<file path="config.mk">
export PLATFORM = sky130hd
export DESIGN_NAME = mac_result_writer
export DESIGN_NICKNAME = d
export VERILOG_FILES = /design/src/rtl/mac_writer_pkg.sv /design/src/rtl/avmm_write_port.sv /design/src/rtl/mac_result_writer.sv
export SDC_FILE = /design/constraint.sdc
export NUM_CORES = 1
export LEC_CHECK = 0
export CELL_PAD_IN_SITES_DETAIL_PLACEMENT = 0
export CELL_PAD_IN_SITES_GLOBAL_PLACEMENT = 1
export CORE_MARGIN = 10
export CORE_UTILIZATION = 39
export DETAILED_ROUTE_END_ITERATION = 6
export PLACE_DENSITY_LB_ADDON = 0.1
export SYNTH_ARGS = -nofsm -noshare
export SYNTH_HDL_FRONTEND = slang
export SYNTH_SLANG_ARGS = --single-unit
</file>
<file path="constraint.sdc">
create_clock -name clk -period 10 [get_ports clk]
set_input_delay 2 -clock clk [delete_from_list [all_inputs] [get_ports clk]]
set_output_delay 2 -clock clk [all_outputs]
set_load 0.005 [all_outputs]
</file>
<file path="src/rtl/mac_writer_pkg.sv">
// mac_writer_pkg: shared state encoding and default sizes for the MAC result writer.
package mac_writer_pkg;
  typedef enum logic [1:0] {
    IDLE    = 2'd0,
    CAPTURE = 2'd1,
    WRITE   = 2'd2,
    DONE    = 2'd3
  } writer_state_t;
  localparam int DEF_NUM_RESULTS = 8;
  localparam int DEF_RESULT_W    = 24;
  localparam int DEF_DATA_W      = 64;
  localparam int DEF_ADDR_W      = 32;
endpackage

</file>
<file path="src/rtl/avmm_write_port.sv">
// avmm_write_port: registered Avalon-MM write beat that holds address/data/write while stalled.
module avmm_write_port #(
  parameter int ADDR_W = 32,
  parameter int DATA_W = 64
) (
  input  logic              clk,
  input  logic              rst,
  input  logic              load_i,
  input  logic [ADDR_W-1:0] addr_i,
  input  logic [DATA_W-1:0] data_i,
  input  logic              waitrequest_i,
  output logic [ADDR_W-1:0] address_o,
  output logic [DATA_W-1:0] writedata_o,
  output logic              write_o,
  output logic              beat_accepted_o
);
  logic [ADDR_W-1:0] addr_q;
  logic [DATA_W-1:0] data_q;
  logic              write_q;
  // A new beat may only replace the current one once the slave has taken it.
  always_ff @(posedge clk or posedge rst) begin
    if (rst) begin
      addr_q  <= '0;
      data_q  <= '0;
      write_q <= 1'b0;
    end else if (!write_q || !waitrequest_i) begin
      write_q <= load_i;
      if (load_i) begin
        addr_q <= addr_i;
        data_q <= data_i;
      end
    end
  end
  assign address_o       = addr_q;
  assign writedata_o     = data_q;
  assign write_o         = write_q;
  assign beat_accepted_o = write_q & ~waitrequest_i;
endmodule

</file>
<file path="src/rtl/mac_result_writer.sv">
// mac_result_writer: snapshots MAC results and writes them as consecutive Avalon-MM words.
// Define MAC_RESULT_WRITER_CHECKSUM_EN to append a sum-of-results beat at BASE_ADDR+NUM_RESULTS.
module mac_result_writer
  import mac_writer_pkg::*;
#(
  parameter int                NUM_RESULTS = DEF_NUM_RESULTS,
  parameter int                RESULT_W    = DEF_RESULT_W,
  parameter int                DATA_W      = DEF_DATA_W,
  parameter int                ADDR_W      = DEF_ADDR_W,
  parameter logic [ADDR_W-1:0] BASE_ADDR   = '0
) (
  input  logic                            clk,
  input  logic                            rst,
  input  logic                            start,
  input  logic [NUM_RESULTS*RESULT_W-1:0] results,
  output logic [ADDR_W-1:0]               address,
  output logic                            write,
  output logic [DATA_W-1:0]               writedata,
  input  logic                            waitrequest,
  output logic                            busy,
  output logic                            done,
  output logic [1:0]                      state
);
`ifdef MAC_RESULT_WRITER_CHECKSUM_EN
  localparam int CSUM = 1;
`else
  localparam int CSUM = 0;
`endif
  localparam int NUM_BEATS = NUM_RESULTS + CSUM;
  localparam int IDX_W     = $clog2(NUM_BEATS + 1);
  writer_state_t                   state_q, state_d;
  logic [IDX_W-1:0]                idx_q, idx_d, nxt_idx;
  logic [NUM_RESULTS*RESULT_W-1:0] snap_q, snap_d, src;
  logic [DATA_W-1:0]               nxt_data;
  logic                            load, last, beat_accepted;
  always_ff @(posedge clk or posedge rst) begin
    if (rst) begin
      state_q <= IDLE;
      idx_q   <= '0;
      snap_q  <= '0;
    end else begin
      state_q <= state_d;
      idx_q   <= idx_d;
      snap_q  <= snap_d;
    end
  end
  // The first beat is loaded on the capture edge, so it reads the live inputs.
  assign nxt_idx = (state_q == CAPTURE) ? '0 : idx_q + IDX_W'(1);
  assign src     = (state_q == CAPTURE) ? results : snap_q;
  assign last    = idx_q == IDX_W'(NUM_BEATS - 1);
`ifdef MAC_RESULT_WRITER_CHECKSUM_EN
  logic [DATA_W-1:0] csum;
  always_comb begin
    csum = '0;
    for (int i = 0; i < NUM_RESULTS; i++) csum = csum + DATA_W'(snap_q[i*RESULT_W +: RESULT_W]);
  end
`endif
  always_comb begin
    nxt_data = '0;
    for (int i = 0; i < NUM_RESULTS; i++)
      if (nxt_idx == IDX_W'(i)) nxt_data = DATA_W'(src[i*RESULT_W +: RESULT_W]);
`ifdef MAC_RESULT_WRITER_CHECKSUM_EN
    if (nxt_idx == IDX_W'(NUM_RESULTS)) nxt_data = csum;
`endif
  end
  always_comb begin
    state_d = state_q;
    idx_d   = idx_q;
    snap_d  = snap_q;
    load    = 1'b0;
    unique case (state_q)
      IDLE, DONE: state_d = start ? CAPTURE : state_q;
      CAPTURE: begin
        snap_d  = results;
        idx_d   = '0;
        load    = 1'b1;
        state_d = WRITE;
      end
      WRITE: if (beat_accepted) begin
        idx_d   = nxt_idx;
        load    = !last;
        state_d = last ? DONE : WRITE;
      end
      default: state_d = IDLE;
    endcase
  end
  avmm_write_port #(.ADDR_W(ADDR_W), .DATA_W(DATA_W)) u_port (
    .clk            (clk),
    .rst            (rst),
    .load_i         (load),
    .addr_i         (BASE_ADDR + ADDR_W'(nxt_idx)),
    .data_i         (nxt_data),
    .waitrequest_i  (waitrequest),
    .address_o      (address),
    .writedata_o    (writedata),
    .write_o        (write),
    .beat_accepted_o(beat_accepted)
  );
  assign state = state_q;
  assign busy  = (state_q == CAPTURE) || (state_q == WRITE);
  assign done  = state_q == DONE;
endmodule

</file>
After elaboration in Yosys (flattened, before gate mapping) --
Cells that the tools add are included. W data, S select, Z words.
Operators by class: add/subtract/negate cells 1, reductions and logical operators 12, bitwise gates (word level) 2, equality and inequality tests 13, multiplexer cells 18
Operators with widths (count):
- $mux W64 | 7
- $mux W192 | 1
- $mux W24 | 1
- $eq A4 B3 Y1 const B | 5
- $eq A4 B2 Y1 const B | 2
- $mux W4 | 2
- $pmux W4 S2 | 1
- $pmux W2 S3 | 1
- $reduce_and A2 Y1 | 3
- $add A4 B1 Y4 const B | 1
- $eq A2 B2 Y1 const B | 2
- $eq A4 B1 Y1 const B | 1
- $logic_not A4 Y1 | 1
- $mux W2 | 2
- $ne A2 B2 Y1 const B | 2
- $logic_not A1 Y1 | 3
- $eq A2 B1 Y1 const B | 1
- $logic_not A2 Y1 | 1
- $logic_or A1 B1 Y1 | 2
- $mux W1 | 2
- $pmux W1 S2 | 1
- $reduce_bool A2 Y1 | 1
- $reduce_or A2 Y1 | 1
- $and A1 B1 Y1 | 1
- $not A1 Y1 | 1
Storage, ports and cells: flip-flop bits (word level) 267, word-level logic and storage cells 52

Logic depth before layout (Yosys ltp) --
depth after elaboration 11, mapped depth 10, gate-level depth less buffers 7

By module --
A second synthesis with hierarchy kept.
Unflattened totals: cells, all modules 1011, area, all modules 13516.7 um^2
Modules (own cells, without submodules):
- mac_result_writer | cells each 804, area each 9693.0 um^2, instances 1
- avmm_write_port | cells each 207, area each 3823.7 um^2, instances 1

Least setup slack after synthesis --
OpenSTA, ideal clock, no wires.
path kind input -> register, from in waitrequest, to reg u_port.data_q[13] (netlist: u_port.writedata_o[13]), slack 6.868 ns, stages 5, data required time 9.873 ns, arrival time 3.005 ns, setup time 0.127 ns, path through a21o_1 nor4_1 nand3b_1 a41oi_1 o21ai_1
On the way: cells in the longest elaborated chain, start to end 5, elaborated cells between the ends (all ways) 7, those cells by class 2 x mux; 2 x bitwise; 3 x reduce/logical
RTL lines:
- start, declared | RTL line mac_result_writer.sv:19 | input logic waitrequest,
- $not A1 Y1 | RTL line avmm_write_port.sv:37 | assign beat_accepted_o = write_q & ~waitrequest_i;
- $and A1 B1 Y1 | RTL line avmm_write_port.sv:37
- $mux W1 | RTL line mac_result_writer.sv:79 | WRITE: if (beat_accepted) begin
- $pmux W1 S2 | RTL line mac_result_writer.sv:71 | unique case (state_q)
- $reduce_and A2 Y1 (no source line) (*)
- end signal, assigned | RTL line avmm_write_port.sv:30 | data_q <= data_i;
- end, declared | RTL line avmm_write_port.sv:18 | logic [DATA_W-1:0] data_q;
Every way passes the cells marked *; elsewhere a longest branch is shown, timed or not. A chain may end at the register's enable or synchronous reset.

Worst setup path after layout --
from reg state_q[0] (netlist: state[0]), to out busy
On the way: cells in the longest elaborated chain, start to end 2, elaborated cells between the ends (all ways) 3, those cells by class 2 x eq/ne; 1 x reduce/logical
RTL lines:
- start, declared | RTL line mac_result_writer.sv:31 | writer_state_t state_q, state_d;
- start signal, assigned | RTL line mac_result_writer.sv:42 | state_q <= state_d;
- $eq A2 B1 Y1 / $eq A2 B2 Y1 (equally long branches) | RTL line mac_result_writer.sv:100 | assign busy = (state_q == CAPTURE) || (state_q == WRITE);
- $logic_or A1 B1 Y1 (*) | RTL line mac_result_writer.sv:100
- end, declared | RTL line mac_result_writer.sv:20 | output logic busy,
Marks and branches as above.

==> results.cfg <==
[layout]
antenna_cells = 0
area_delta_synth_final_pct = 25.4
layout_commonest_cell = clkdlybuf4s50_1
fillCellCount = 2873
fin_area_um2 = 15100
fin_nets = 1457
drive_above_1_share_pct = 19.8
register_area_um2 = 5680
multi_input_area_um2 = 5530
layout_common_cells = 228 x clkdlybuf4s50_1, 226 x dfrtp_1, 171 x mux2_2

[detailed_routing]
route.detailed.drc = 0
viasPerCell = 5.23
ant_nets = 0
drtIter0Drc = 489
wl_mm = 36.9
drtPass1Iterations = 5
wl_per_cell_um = 22.0
vias = 8758

[sta]
fin_crit_ns = 4.07
slew_headroom_pct = 22.3
drv_slew = 0
rsz0062_at_grt = no
setup_viol = 0
worst_hold_slack_ns = 0.488
finalWorstSetupSlack_ns = 5.93
tns_ns = 0
clock-skew-final_ns = 0.00824
fmax_mhz = 246
hold_viol = 0
max_slew.worst_pin.slew_ns = 1.16
fin_crit_sh_pct = 40.7

[min_path]
min-delay-start = u_port.writedata_o[1]
hold_class = reg2reg

[power]
p_leak_nw = 6.03
power_per_cell_area_nw_per_um2 = 316
power_switching_mw = 1.81
seq_power_share_pct = 34.4
irDropWorstVdd_mv = 0.134
clock_power_share_pct = 20.2
p_sw_share_pct = 37.9
power.internal_mw = 2.96
p_comb_share_pct = 45.4

[setup_path]
cp_max_fo = 7
crit_type = reg2out
worstPathRequired_ns = 8.00
startpoint = state[0]
cp-end-kind = primary output
cp_data_arrival_time_ns = 2.07
cp-start-kind = flip-flop
r2r_start = idx_q[1]

[floorplan]
die-area_um2 = 38200
die_w_um = 195
rows = 64
die_h_um = 195
initial_core_util_pct = 39.3
core-area_um2 = 30500
io_pins = 297

[placed_design]
gp_congestion = 0.814
placed_cell_area_um2 = 14200
io_buffers = 228
pre_cts_slack_ns = 5.59
post-dp-hpwl_mm = 26.5

[yosys]
synthDistinctLibCells = 61
async_reset_ff_share_pct = 100
synth_top_cell_area_share_pct = 47.3
ys_seq_elements = 227
syn_inst = 1076
avgSynthCellArea_um2 = 11.2
ys_warn_count = 0
netlist_top_cells_area = dfrtp_1 47%, mux2_2 16%, buf_4 4.6%
synthFlopType = dfrtp_1
synth_edf_count = 0
seq_area_frac_synth_pct = 47.3
synth_area_leader_cell = dfrtp_1
syn_area_um2 = 12000

[clocking]
ctsResizeCount = 0
cts_setup_buffers = 0
cts_made_buffers = 27
path_clk_slew_ns = 0.06
cts_tree = built
htreeDepth = 1
cts_root_buffer = clkbuf_16
clockBufferDepth = 3
tritoncts_num_sinks = 227
clock_latency_ns = 0.54
cts_hold_buf = 0

[grt]
grt_max_degree = 109
grt-ovfl-total = 0
grt.total_usage_pct = 18.4
antenna_found_initial = 2
grt_pass1_vias = 9214
grt_pass1_wl_mm = 56.0

[run_status]
outcome = finished clean

[run]
maxCapViolations = 0
worst max-delay path, stage by stage (launching register included):
cell and delay (ns):
dfrtp_1 0.43, inv_1 0.08, ha_1 0.42, inv_1 0.09, clkdlybuf4s50_1 0.50
sequential cells by signal, summed over array words and instances, names as in the netlist:
name and cells:
state 2, u_port.address_o 4, u_port.writedata_o 24, idx_q 4, u_port.write_o 1, snap_q 192
per-stage QoR:
step                      power, mW  instances  utilization, %
after floorplan                3.16       1143               -
after global placement         3.79       1624            46.5
after detailed placement       3.83       1624            46.5
after CTS                      4.81       1673            49.4
after global routing           5.07       1673            49.4
final                          4.76       1673            49.4
worst paths after layout:
| check | to | slack (ns) | depth (start not counted) |
|---|---|---|---|
| max | busy | 5.93 | 4 |
| max in group asynchronous | snap_q[46] | 6.61 | 3 |
| min in group asynchronous | snap_q[136] | 1.99 | 2 |
| min | u_port.writedata_o[1] | 0.49 | 2 |
| max reg2reg | u_port.writedata_o[4] | 6.50 | 6 |
| min reg2reg | u_port.writedata_o[1] | 0.49 | 2 |
power by group through the flow:
| stage | clock, mW | sequential, mW | combinational [mW] |
|---|---|---|---|
| after global placement | 0 | 1.64 | 2.15 |
| after floorplan | 0 | 1.57 | 1.59 |
| after CTS | 0.986 | 1.64 | 2.18 |
| final | 0.961 | 1.64 | 2.16 |
| after detailed placement | 0 | 1.66 | 2.17 |
| after global routing | 1.01 | 1.70 | 2.35 |
logic make-up (layout without fill, tap and decap cells):
kind of cell / count (synthesis) / count (layout) / share of synthesized area (%)
flip-flops: 227 / 227 / 47.3
AND/OR/NAND/NOR: 252 / 252 / 11.4
buffers and inverters: 182 / 316 / 8.94
multiplexers: 216 / 216 / 19.8
XOR/XNOR: 1 / 1 / 0.0730
AO/OA/AOI/OAI: 193 / 193 / 12.0
adder cells (fa/ha/maj): 4 / 4 / 0.417
other: 1 / 68 / 0.0312
metal layers:
layer	part of all wire, %	vias to the layer above	global-route usage (%)
met5	0.065	-	0
met4	1.9	4	4.47
met3	6.8	49	4.35
met2	47	286	29.4
met1	44	4316	24.6
li1	-	4103	-
synthesized netlist by cell type, drive strengths merged (2+ instances only):
cell type	count
nand3	24
o311ai	18
nand2	54
a211oi	3
dfrtp	227
a2bb2oi	22
a21o	3
a22oi	2
mux2i	45
a21oi	30
ha	4
o21ai	48
nor3	21
buf	130
nand4	20
mux2	171
a32oi	5
nor2b	23
o32ai	18
nand2b	31
clkbuf	24
nand3b	23
a41oi	5
o221ai	19
o21a	6
inv	28
nor2	46
o31ai	7
nor4	2
or2	3
and2	3
final cells by class:
class / instances / share of cell area (%)
Timing Repair Buffer: 239 / 15.7
Sequential cell: 227 / 37.7
Inverter: 28 / 0.748
Multi-Input combinational cell: 734 / 36.7
Tap cell: 396 / 3.29
Clock buffer: 42 / 5.53
Clock inverter: 7 / 0.299
Note: power is estimated with default switching activity, not from simulation.
